<file path="src/rtl/vram_pkg.sv">
// ---------------------------------------------------------------------------
// vram_pkg
// Shared types for the video RAM and everything that talks to it: the
// arbiter, the display controller and the paint logic.
//   VRAM_L       : frame buffer size in pixel words (240 x 320)
//   vram_addr_t  : pixel word address
//   vram_grant_t : which requester owns the RAM port this cycle
//   clr_state_t  : clear engine state
// ---------------------------------------------------------------------------
package vram_pkg;

   localparam int VRAM_L = 76800;

   typedef logic [16:0] vram_addr_t;

   typedef enum logic [1:0] {
      G_IDLE,
      G_DISP,
      G_PAINT,
      G_CLEAR
   } vram_grant_t;

   typedef enum logic {
      C_IDLE,
      C_FILL
   } clr_state_t;

endpackage

</file>
<file path="src/rtl/vram_arbiter_if.sv">
// ---------------------------------------------------------------------------
// vram_arbiter_if
// Bundles the requester-side and RAM-side signals of the VRAM arbiter.
//   slave  : the arbiter's view (requests and RAM read data in; grants,
//            status and RAM address/write controls out)
//   master : the environment's view (requesters and block_ram)
// Parameters: W = pixel word width, A = address width.
// ---------------------------------------------------------------------------
interface vram_arbiter_if #(
   parameter int W = 16,
   parameter int A = 17
);
   logic         disp_rd_valid;
   logic [A-1:0] disp_rd_addr;
   logic         disp_rd_ready;
   logic [W-1:0] disp_rd_data;
   logic         disp_rd_data_valid;

   logic         paint_valid;
   logic [A-1:0] paint_addr;
   logic [W-1:0] paint_data;
   logic         paint_ready;

   logic         clear_req;
   logic [W-1:0] clear_color;
   logic         clear_busy;
   logic         oob_error;

   logic [A-1:0] mem_addr;
   logic         mem_wr_ena;
   logic [W-1:0] mem_wr_data;
   logic [W-1:0] mem_rd_data;

   modport slave (
      input  disp_rd_valid, disp_rd_addr, paint_valid, paint_addr, paint_data,
             clear_req, clear_color, mem_rd_data,
      output disp_rd_ready, disp_rd_data, disp_rd_data_valid, paint_ready,
             clear_busy, oob_error, mem_addr, mem_wr_ena, mem_wr_data
   );

   modport master (
      output disp_rd_valid, disp_rd_addr, paint_valid, paint_addr, paint_data,
             clear_req, clear_color, mem_rd_data,
      input  disp_rd_ready, disp_rd_data, disp_rd_data_valid, paint_ready,
             clear_busy, oob_error, mem_addr, mem_wr_ena, mem_wr_data
   );

endinterface

</file>
<file path="src/rtl/vram_clear_engine.sv">
// ---------------------------------------------------------------------------
// vram_clear_engine
// Walks the whole frame buffer writing one fill color, one word per writer
// grant from the arbiter.
//   clk, rst : clock, synchronous active-high reset
//   start    : begin a clear (ignored while a clear is running)
//   color    : fill color, captured when start is accepted
//   grant    : arbiter granted the clear write this cycle
//   busy     : clear in progress
//   addr     : next word to write
//   data     : captured fill color
// ---------------------------------------------------------------------------
module vram_clear_engine
   import vram_pkg::*;
#(
   parameter int VRAM_L = vram_pkg::VRAM_L,
   parameter int W      = 16,
   parameter int A      = $clog2(VRAM_L)
) (
   input  logic         clk,
   input  logic         rst,
   input  logic         start,
   input  logic [W-1:0] color,
   input  logic         grant,
   output logic         busy,
   output logic [A-1:0] addr,
   output logic [W-1:0] data
);

   localparam logic [A-1:0] LAST = A'(VRAM_L - 1);

   clr_state_t state;

   // data only changes on an accepted start, so it is left out of reset
   always_ff @(posedge clk) begin
      if (rst) begin
         state <= C_IDLE;
         busy  <= 1'b0;
         addr  <= '0;
      end else begin
         case (state)
            C_IDLE: begin
               if (start) begin
                  state <= C_FILL;
                  busy  <= 1'b1;
                  addr  <= '0;
                  data  <= color;
               end
            end
            C_FILL: begin
               if (grant) begin
                  if (addr == LAST) begin
                     state <= C_IDLE;
                     busy  <= 1'b0;
                     addr  <= '0;
                  end else begin
                     addr <= addr + A'(1);
                  end
               end
            end
            default: state <= C_IDLE;
         endcase
      end
   end

endmodule

</file>
<file path="src/rtl/vram_arbiter.sv">
// ---------------------------------------------------------------------------
// vram_arbiter
// Shares the single-port frame buffer RAM between display reads, paint
// writes and the full-screen clear engine. At most one access per cycle;
// the display wins ties, but a pending writer is never passed over more
// than STARVE_MAX cycles in a row.
//   clk, rst : clock, synchronous active-high reset
//   bus      : vram_arbiter_if.slave
//              display read port  (disp_rd_valid/addr/ready/data/data_valid)
//              paint write port   (paint_valid/addr/data/ready)
//              clear control      (clear_req/color/busy)
//              oob_error          sticky out-of-range paint flag
//              RAM port           (mem_addr/wr_ena/wr_data/rd_data, 1-cycle read)
// ---------------------------------------------------------------------------
module vram_arbiter
   import vram_pkg::*;
#(
   parameter int VRAM_L     = vram_pkg::VRAM_L,
   parameter int W          = 16,
   parameter int STARVE_MAX = 8
) (
   input  logic           clk,
   input  logic           rst,
   vram_arbiter_if.slave  bus
);

   localparam int              A          = $clog2(VRAM_L);
   localparam int              SW         = $clog2(STARVE_MAX + 1);
   localparam logic [SW-1:0]   STARVE_LIM = SW'(STARVE_MAX);
   localparam logic [A-1:0]    ADDR_END   = A'(VRAM_L);

   vram_grant_t   grant;
   vram_grant_t   writer;
   logic          wr_pending;
   logic          paint_oob;
   logic          clear_busy;
   logic [A-1:0]  clear_addr;
   logic [W-1:0]  clear_data;
   logic [SW-1:0] starve_cnt;
   logic          rd_vld_p1;
   logic          oob_q;

   vram_clear_engine #(
      .VRAM_L (VRAM_L),
      .W      (W),
      .A      (A)
   ) u_clear (
      .clk   (clk),
      .rst   (rst),
      .start (bus.clear_req),
      .color (bus.clear_color),
      .grant (grant == G_CLEAR),
      .busy  (clear_busy),
      .addr  (clear_addr),
      .data  (clear_data)
   );

   assign writer     = clear_busy ? G_CLEAR : G_PAINT;
   assign wr_pending = clear_busy | bus.paint_valid;
   assign paint_oob  = bus.paint_addr >= ADDR_END;

   // Reset forces the port idle so an interrupted clear issues no further write.
   always_comb begin
      grant = G_IDLE;
      if (!rst) begin
         if (wr_pending && starve_cnt == STARVE_LIM) grant = writer;
         else if (bus.disp_rd_valid)                 grant = G_DISP;
         else if (wr_pending)                        grant = writer;
      end
   end

   always_comb begin
      bus.mem_addr    = '0;
      bus.mem_wr_ena  = 1'b0;
      bus.mem_wr_data = '0;
      case (grant)
         G_DISP: begin
            bus.mem_addr = bus.disp_rd_addr;
         end
         G_PAINT: begin
            bus.mem_addr    = bus.paint_addr;
            bus.mem_wr_data = bus.paint_data;
            bus.mem_wr_ena  = ~paint_oob;
         end
         G_CLEAR: begin
            bus.mem_addr    = clear_addr;
            bus.mem_wr_data = clear_data;
            bus.mem_wr_ena  = 1'b1;
         end
         default: ;
      endcase
   end

   // starve_cnt counts display grants that a pending writer had to sit through
   always_ff @(posedge clk) begin
      if (rst) begin
         starve_cnt <= '0;
      end else if (!wr_pending || grant == G_CLEAR || grant == G_PAINT) begin
         starve_cnt <= '0;
      end else if (grant == G_DISP && starve_cnt != STARVE_LIM) begin
         starve_cnt <= starve_cnt + SW'(1);
      end
   end

   // ---- read response stage: RAM data returns one cycle after the grant ----
   always_ff @(posedge clk) begin
      if (rst) begin
         rd_vld_p1 <= 1'b0;
         oob_q     <= 1'b0;
      end else begin
         rd_vld_p1 <= (grant == G_DISP);
         if (grant == G_PAINT && paint_oob) oob_q <= 1'b1;
      end
   end

   assign bus.disp_rd_ready      = (grant == G_DISP);
   assign bus.paint_ready        = (grant == G_PAINT);
   assign bus.disp_rd_data       = bus.mem_rd_data;
   assign bus.disp_rd_data_valid = rd_vld_p1;
   assign bus.clear_busy         = clear_busy;
   assign bus.oob_error          = oob_q;

endmodule

</file>
<file path="src/flat_wrapper.sv">
// flat-port wrapper written by rule: the top's interface ports become plain ports
module vram_arbiter_flat import vram_pkg::*;
#(
   parameter int VRAM_L     = vram_pkg::VRAM_L,
   parameter int W          = 16,
   parameter int STARVE_MAX = 8
)
  (clk, rst, bus_disp_rd_valid, bus_disp_rd_addr, bus_paint_valid, bus_paint_addr, bus_paint_data, bus_clear_req, bus_clear_color, bus_mem_rd_data, bus_disp_rd_ready, bus_disp_rd_data, bus_disp_rd_data_valid, bus_paint_ready, bus_clear_busy, bus_oob_error, bus_mem_addr, bus_mem_wr_ena, bus_mem_wr_data);
  vram_arbiter_if #(.W(W), .A((17))) bus_i ();
  input  logic clk;
  input  logic rst;
  input wire logic [$bits(bus_i.disp_rd_valid)-1:0] bus_disp_rd_valid;
  input wire logic [$bits(bus_i.disp_rd_addr)-1:0] bus_disp_rd_addr;
  input wire logic [$bits(bus_i.paint_valid)-1:0] bus_paint_valid;
  input wire logic [$bits(bus_i.paint_addr)-1:0] bus_paint_addr;
  input wire logic [$bits(bus_i.paint_data)-1:0] bus_paint_data;
  input wire logic [$bits(bus_i.clear_req)-1:0] bus_clear_req;
  input wire logic [$bits(bus_i.clear_color)-1:0] bus_clear_color;
  input wire logic [$bits(bus_i.mem_rd_data)-1:0] bus_mem_rd_data;
  output wire logic [$bits(bus_i.disp_rd_ready)-1:0] bus_disp_rd_ready;
  output wire logic [$bits(bus_i.disp_rd_data)-1:0] bus_disp_rd_data;
  output wire logic [$bits(bus_i.disp_rd_data_valid)-1:0] bus_disp_rd_data_valid;
  output wire logic [$bits(bus_i.paint_ready)-1:0] bus_paint_ready;
  output wire logic [$bits(bus_i.clear_busy)-1:0] bus_clear_busy;
  output wire logic [$bits(bus_i.oob_error)-1:0] bus_oob_error;
  output wire logic [$bits(bus_i.mem_addr)-1:0] bus_mem_addr;
  output wire logic [$bits(bus_i.mem_wr_ena)-1:0] bus_mem_wr_ena;
  output wire logic [$bits(bus_i.mem_wr_data)-1:0] bus_mem_wr_data;
  assign bus_i.disp_rd_valid = bus_disp_rd_valid;
  assign bus_i.disp_rd_addr = bus_disp_rd_addr;
  assign bus_i.paint_valid = bus_paint_valid;
  assign bus_i.paint_addr = bus_paint_addr;
  assign bus_i.paint_data = bus_paint_data;
  assign bus_i.clear_req = bus_clear_req;
  assign bus_i.clear_color = bus_clear_color;
  assign bus_i.mem_rd_data = bus_mem_rd_data;
  assign bus_disp_rd_ready = bus_i.disp_rd_ready;
  assign bus_disp_rd_data = bus_i.disp_rd_data;
  assign bus_disp_rd_data_valid = bus_i.disp_rd_data_valid;
  assign bus_paint_ready = bus_i.paint_ready;
  assign bus_clear_busy = bus_i.clear_busy;
  assign bus_oob_error = bus_i.oob_error;
  assign bus_mem_addr = bus_i.mem_addr;
  assign bus_mem_wr_ena = bus_i.mem_wr_ena;
  assign bus_mem_wr_data = bus_i.mem_wr_data;
  vram_arbiter #(.VRAM_L(VRAM_L), .W(W), .STARVE_MAX(STARVE_MAX)) u_core (.clk(clk), .rst(rst), .bus(bus_i));
endmodule
</file>
<file path="config.mk">
export PLATFORM = sky130hd
export DESIGN_NAME = vram_arbiter_flat
export DESIGN_NICKNAME = d
export VERILOG_FILES = /design/src/rtl/vram_pkg.sv /design/src/rtl/vram_arbiter_if.sv /design/src/rtl/vram_clear_engine.sv /design/src/rtl/vram_arbiter.sv /design/src/flat_wrapper.sv
export SDC_FILE = /design/constraint.sdc
export NUM_CORES = 1
export LEC_CHECK = 0
export ABC_CLOCK_PERIOD_IN_PS = 2500
export BUFFER_PORTS_ARGS = -buffer_cell sky130_fd_sc_hd__clkbuf_2
export CORE_ASPECT_RATIO = 0.7
export CORE_MARGIN = 2
export CORE_UTILIZATION = 44
export CTS_CLUSTER_SIZE = 12
export DETAILED_ROUTE_END_ITERATION = 7
export PLACE_DENSITY_LB_ADDON = 0.08
export SETUP_SLACK_MARGIN = 0.5
export SLEW_MARGIN = 20
export SYNTH_ARGS = -nofsm -noshare
export SYNTH_HDL_FRONTEND = slang
export SYNTH_SLANG_ARGS = --single-unit
</file>
<file path="constraint.sdc">
create_clock -name clk -period 2.5 [get_ports clk]
set_input_delay 0.5 -clock clk [delete_from_list [all_inputs] [get_ports clk]]
set_output_delay 0.5 -clock clk [all_outputs]
set_load 0.02 [all_outputs]
</file>
==> flow_summary.ini, run 1 <==
[status]
status = complete, but fails checks
violations = DRC

[final_layout]
final_common_cell = clkbuf_2
area_delta_synth_final_pct = 47.1
register_area_sq_um = 986
num-fill-cells = 422
multiInputGateArea_sq_mm = 0.00126
drive_above_1_share_pct = 46.1
final_cells = 432
final_nets = 449
antennaDiodeCount = 0
final_cell_mix = 74 x clkbuf_2, 21 x dfxtp_1, 20 x clkbuf_8

[worst_setup_path]
worstPathMaxFanout = 9
slowest_delay_ps = 350
critPathLaunchType = register
crit_path_end_kind = output pin
crit_family = buffers and inverters
critPathKind = register to output pin
worstPathRequired_ps = 2000
crit_chain = inv_2 -> ha_4 -> nand3b_1 -> nand2_1 -> and4_4 -> buf_16 -> a222oi_1 -> inv_1 -> clkbuf_8
critPathSlowestCell = a222oi_1
path_buf_inv = 4
worstPathArrival_ps = 1940

[power_and_ir_drop]
ir_drop_v = 0.000236
power.leakage_nw = 1.61
p_per_area_mw_per_mm2 = 412
power_mw = 1.45

[logic_synthesis]
synth_compound_area_share_pct = 24.9
synth-simple-area-share_pct = 17.3
synth_fa_ha_area_share_pct = 1.57
yosysTopAreaCell = dfxtp_1
ys_types = 48
ys_top_cells_by_area = dfxtp_1 21%, edfxtp_1 20%, a222oi_1 7.1%, a22o_1 6.2%, buf_4 5.3%
synth_seq_cells = 41
synth_xor_area_share_pct = 2.93
syn_inst = 251
syn_area_sq_mm = 0.00239
synth_top_family_by_area = compound AO/OA/AOI/OAI gates
ys_seq_area_share_pct = 41.0
avgSynthCellArea_sq_um = 9.52
syn_nets = 341
yosys.area.top_type_share_pct = 20.9
ys.warnings.count = 0
synth.area.mux_share_pct = 1.26

[die]
start_util_pct = 45.7
rows = 22
die_h_um = 65.7
die_w_um = 92.1
io_pins = 142
fp.coreArea_sq_mm = 0.00523
die_area_sq_mm = 0.00605

[drt]
post_drt_wl_per_cell_um = 17.0
wl_um = 7330
dr_total_vias = 2451
drc = 2
drtAntennaViolNets = 0
drtIter0Drc = 237
viasPerCell = 5.67
drt_pass1_iterations = 8

[sta]
whs_ps = 376
period_needed_ps = 2440
skew_ps = 11.3
post-route-period-util_pct = 97.6
drv_slew = 0
relSlewSlack_pct = 69.3
setup_violations = 0
clock.fmax_ghz = 0.410
worstMarginPinSlew_ps = 459
rsz0062_at_grt = true
finalHoldViolations = 0

[cts]
cts.sinks = 41
clk_path_buf_depth = 2
cts_root_buffer = clkbuf_8
clk-insertion-delay-late_ps = 290
path_clk_slew_ps = 80
numCtsBuffers = 5
h-tree-depth = 2
cts_tree = done
cts_hold_buf = 0

[place]
portBuffers = 109
hpwlAfterDp_um = 5170
gp_congestion = 0.863
place_inst = 412

[grt]
antenna_found_initial = 0
grt_pass1_vias = 2260
grt-ovfl-total = 0
track_usage_pct = 23.9
grt_max_degree = 25
grt_pass1_wl_um = 11300

[flow_run]
max-cap-violations = 0

[min_path]
hold_path.class = primary input to register
[path summary, 6_finish.rpt]
check	slack, ps	endpoint	cells after the start	from
hold / removal	380	u_core.u_clear.data[5]$_DFFE_PP_	1	bus_clear_color[5]
setup reg to reg	590	u_core.u_clear.addr[5]$_SDFFE_PP0P_	7	u_core.u_clear.addr[0]$_SDFFE_PP0P_
setup / recovery	60	bus_mem_addr[16]	9	u_core.starve_cnt[1]$_SDFFE_PP0P_
hold reg to reg	510	u_core.u_clear.addr[16]$_SDFFE_PP0P_	1	u_core.u_clear.addr[16]$_SDFFE_PP0P_
[timing repair]
item,CTS,global route
endpoints found under the setup margin,46,47
buffers inserted,6,3
cloned,2,1
pin swaps,12,10
gates resized for setup,43,48
[logic make-up after synthesis]
| group | after synthesis |
|---|---|
| adders and majority gates | 3 |
| DFF | 41 |
| buffers and inverters | 52 |
| AOI/OAI and AO/OA | 76 |
| and+or+nand+nor | 68 |
| xor gates and xnor gates | 8 |
| muxes | 3 |
[per-layer routing]
| layer | vias up | share of wire, % | GRT usage (%) |
|---|---|---|---|
| li1 | 1163 | - | - |
| met1 | 1164 | 46 | 34.4 |
| met2 | 107 | 46 | 35.6 |
| met3 | 17 | 7.4 | 6.31 |
| met4 | 0 | 0.97 | 6.34 |
| met5 | - | 0 | 0 |
[layout make-up]
class | instances | area share [%]
clock buffers | 5 | 1.96
clock inverters | 3 | 0.356
inverters | 21 | 2.24
multi-input cells | 158 | 35.9
flip-flops and latches | 41 | 28.0
well taps | 72 | 2.56
repair buffers | 132 | 29.0
[Yosys cell counts, drive strengths merged]
library cell,count
o2111ai,2
and2,1
edfxtp,16
a22oi,1
a211oi,5
dfxtp,25
ha,3
xor2,8
o21ai,14
a21o,4
nand4,4
nand2,8
nor3b,1
nand3b,2
a31oi,1
and3,3
mux2i,3
nor3,7
a32o,1
nor2b,3
nor2,16
clkbuf,11
nand4b,1
o211ai,2
o211a,1
nor4,3
inv,21
and4,1
a222oi,17
and3b,1
nand2b,2
a21boi,1
o31ai,1
a22o,17
buf,20
or3,3
nand3,11
or2,1
a21oi,9
[worst register-to-register path, stage by stage, from the launching register on]
cell and delay, ps:
dfxtp_2 410, ha_4 180, nand4_4 170, nor4_4 390, buf_4 220, a21o_1 210, nor3_1 70, a21o_1 160
[sequential cells by signal, indices dropped and copies added, names as in the netlist]
signal,flops
u_core.bus.disp_rd_data_valid,1
u_core.u_clear.busy,1
u_core.bus.oob_error,1
u_core.u_clear.state,1
u_core.u_clear.addr,17
u_core.u_clear.data,16
u_core.starve_cnt,4
[per-stage QoR]
stage                     cell area, sq um  util [%]  TNS [ps]  setup WS [ps]
after floorplan                       2480         -         0            363
after global placement                3010      57.6         0            271
after detailed placement              3010      57.6         0            272
after CTS                             3360      64.2         0           97.4
after global routing                  3520      67.2      -374          -59.8
final                                 3520      67.2         0           60.5
[power by group]
part / internal, mW / switching, mW
clock network: 0.188 / 0.221
registers: 0.711 / 0.00950
logic: 0.162 / 0.158
No activity file was read; power rests on OpenSTA's default activity.
==> run 2: changes to the inputs <==
--- a/config.mk
+++ b/config.mk
@@ -10,9 +10,10 @@
 export CORE_ASPECT_RATIO = 0.7
 export CORE_MARGIN = 2
 export CORE_UTILIZATION = 44
+export CTS_CLUSTER_DIAMETER = 200
 export CTS_CLUSTER_SIZE = 12
 export DETAILED_ROUTE_END_ITERATION = 7
-export PLACE_DENSITY_LB_ADDON = 0.08
+export PLACE_DENSITY = 0.87
 export SETUP_SLACK_MARGIN = 0.5
 export SLEW_MARGIN = 20
 export SYNTH_ARGS = -nofsm -noshare
==> run 2 against run 1 <==
- the flow finishes with violations (DRC, setup timing)
- hold slack worse by 4.5 ps
- non-clock buffer count is 2 higher
- largest power group unchanged
- combinational power is 2% higher
- total power is 9.1% higher
- via count is 7.7% higher
- register-to-register slack worse by 210 ps
- critical path depth stayed put
==> flow_summary.ini, run 2 (same netlist as run 1, synthesis figures left out) <==
[cts]
cts_tree = done
clk-insertion-delay-late_ps = 300
cts_root_buffer = clkbuf_8
h-tree-depth = 2
cts.sinks = 41
path_clk_slew_ps = 80
numCtsBuffers = 5
clk_path_buf_depth = 2

[die]
io_pins = 142
die_h_um = 65.7
rows = 22
start_util_pct = 45.7
fp.coreArea_sq_mm = 0.00523
die_area_sq_mm = 0.00605
die_w_um = 92.1

[worst_setup_path]
worstPathRequired_ps = 2000
worstPathArrival_ps = 2060
crit_path_end_kind = output pin
critPathLaunchType = register
critPathKind = register to output pin
worstPathMaxFanout = 9

[grt]
grt-ovfl-total = 0
use_met3_pct = 6.08
met1_usage_pct = 30.9
antenna_found_initial = 0
use_met2_pct = 42.6
grt_pass1_wl_um = 11700
grt_max_degree = 19
grt-busiest-layer = met2
grt_pass1_vias = 2291
track_usage_pct = 24.8

[drt]
wl_um = 8600
post_drt_wl_per_cell_um = 19.8
viasPerCell = 6.08
dr_total_vias = 2639
drtAntennaViolNets = 0
drt_pass1_iterations = 8
drc = 12
drtIter0Drc = 431

[place]
portBuffers = 109
hpwlAfterDp_um = 5140
gp_congestion = 0.894
place_inst = 413

[sta]
whs_ps = 371
rsz0062_at_grt = true
clock.fmax_ghz = 0.391
setup_violations = 5
period_needed_ps = 2560
relSlewSlack_pct = 57.1
fin_ws_ps = -55.7
drv_slew = 0
post-route-period-util_pct = 102
finalHoldViolations = 0
skew_ps = 8.34
worstMarginPinSlew_ps = 640

[final_layout]
reg_top3 = u_core.u_clear.addr x17, u_core.u_clear.data x16, u_core.starve_cnt x4
final_cells = 434
final_common_cell = clkbuf_2
drive_above_1_share_pct = 46.4
largest_reg_flops = 17
regMostFlops = u_core.u_clear.addr
final_cell_mix = 74 x clkbuf_2, 27 x buf_4, 23 x dfxtp_1
antennaDiodeCount = 0
final_nets = 451
area_delta_synth_final_pct = 46.5

[status]
violations = DRC, setup timing
status = complete, but fails checks

[power_and_ir_drop]
power.leakage_nw = 1.61
p_per_area_mw_per_mm2 = 452
ir_drop_v = 0.000273

[flow_run]
max-cap-violations = 0

[min_path]
hold_path.class = primary input to register
run 2: per-stage QoR:
step	setup TNS [ps]	setup slack [ps]	cell area, sq um	total power [mW]	util (%)
2_1_floorplan	0	363	2480	0.913	-
3_3_place_gp	0	248	3010	0.987	57.5
3_5_place_dp	0	244	3010	0.991	57.5
4_1_cts	0	28.1	3360	1.54	64.2
5_1_grt	-1330	-142	3500	1.63	67.0
6_report	-142	-55.7	3500	1.58	67.0
run 2: repair_timing:
| item | 4_1_cts | 5_1_grt |
|---|---|---|
| buffers inserted | 7 | 1 |
| cloned | 3 | 2 |
| setup endpoints to repair | 45 | 53 |
| hold buffers | 0 | 0 |
| pin swaps | 14 | 18 |
| gates resized for setup | 38 | 56 |
run 2: worst max-delay path: stages, from the launching register on:
cell      delay (ps)
dfxtp_2          340
inv_2             40
ha_4             150
nand3b_1         140
nand2_1          110
and4_4           190
buf_12           140
a222oi_1         400
inv_1             80
buf_2            170
run 2: worst paths after layout:
kind	startpoint	end	slack (ps)	depth (start not counted)
worst max-delay path	u_core.starve_cnt[0]$_SDFFE_PP0P_	bus_mem_addr[10]	-60	9
worst min-delay path	bus_clear_color[9]	u_core.u_clear.data[9]$_DFFE_PP_	370	1
worst max register to register	u_core.starve_cnt[1]$_SDFFE_PP0P_	u_core.u_clear.addr[16]$_SDFFE_PP0P_	380	8
worst min register to register	u_core.bus.oob_error$_SDFFE_PP0P_	u_core.bus.oob_error$_SDFFE_PP0P_	500	2
run 2: power by group:
| part | switching (mW) | internal, mW | total, mW |
|---|---|---|---|
| Clock | 0.242 | 0.294 | 0.536 |
| Sequential | 0.0100 | 0.711 | 0.721 |
| Combinational | 0.164 | 0.160 | 0.325 |
| Total | 0.416 | 1.17 | 1.58 |
run 2: layout make-up:
type                    count  area [sq um]
fillers                   361          1730
well taps                  72          90.1
clock buffers               5          68.8
repair buffers            134          1000
flip-flops and latches     41           983
clock inverters             3          41.3
multi-input cells         158          1230
inverters                  21          78.8
run 2: routing by layer:
layer	vias up	wire length, um
li1	1162	-
met1	1246	3250
met2	194	4300
met3	37	814
met4	0	234
met5	-	0
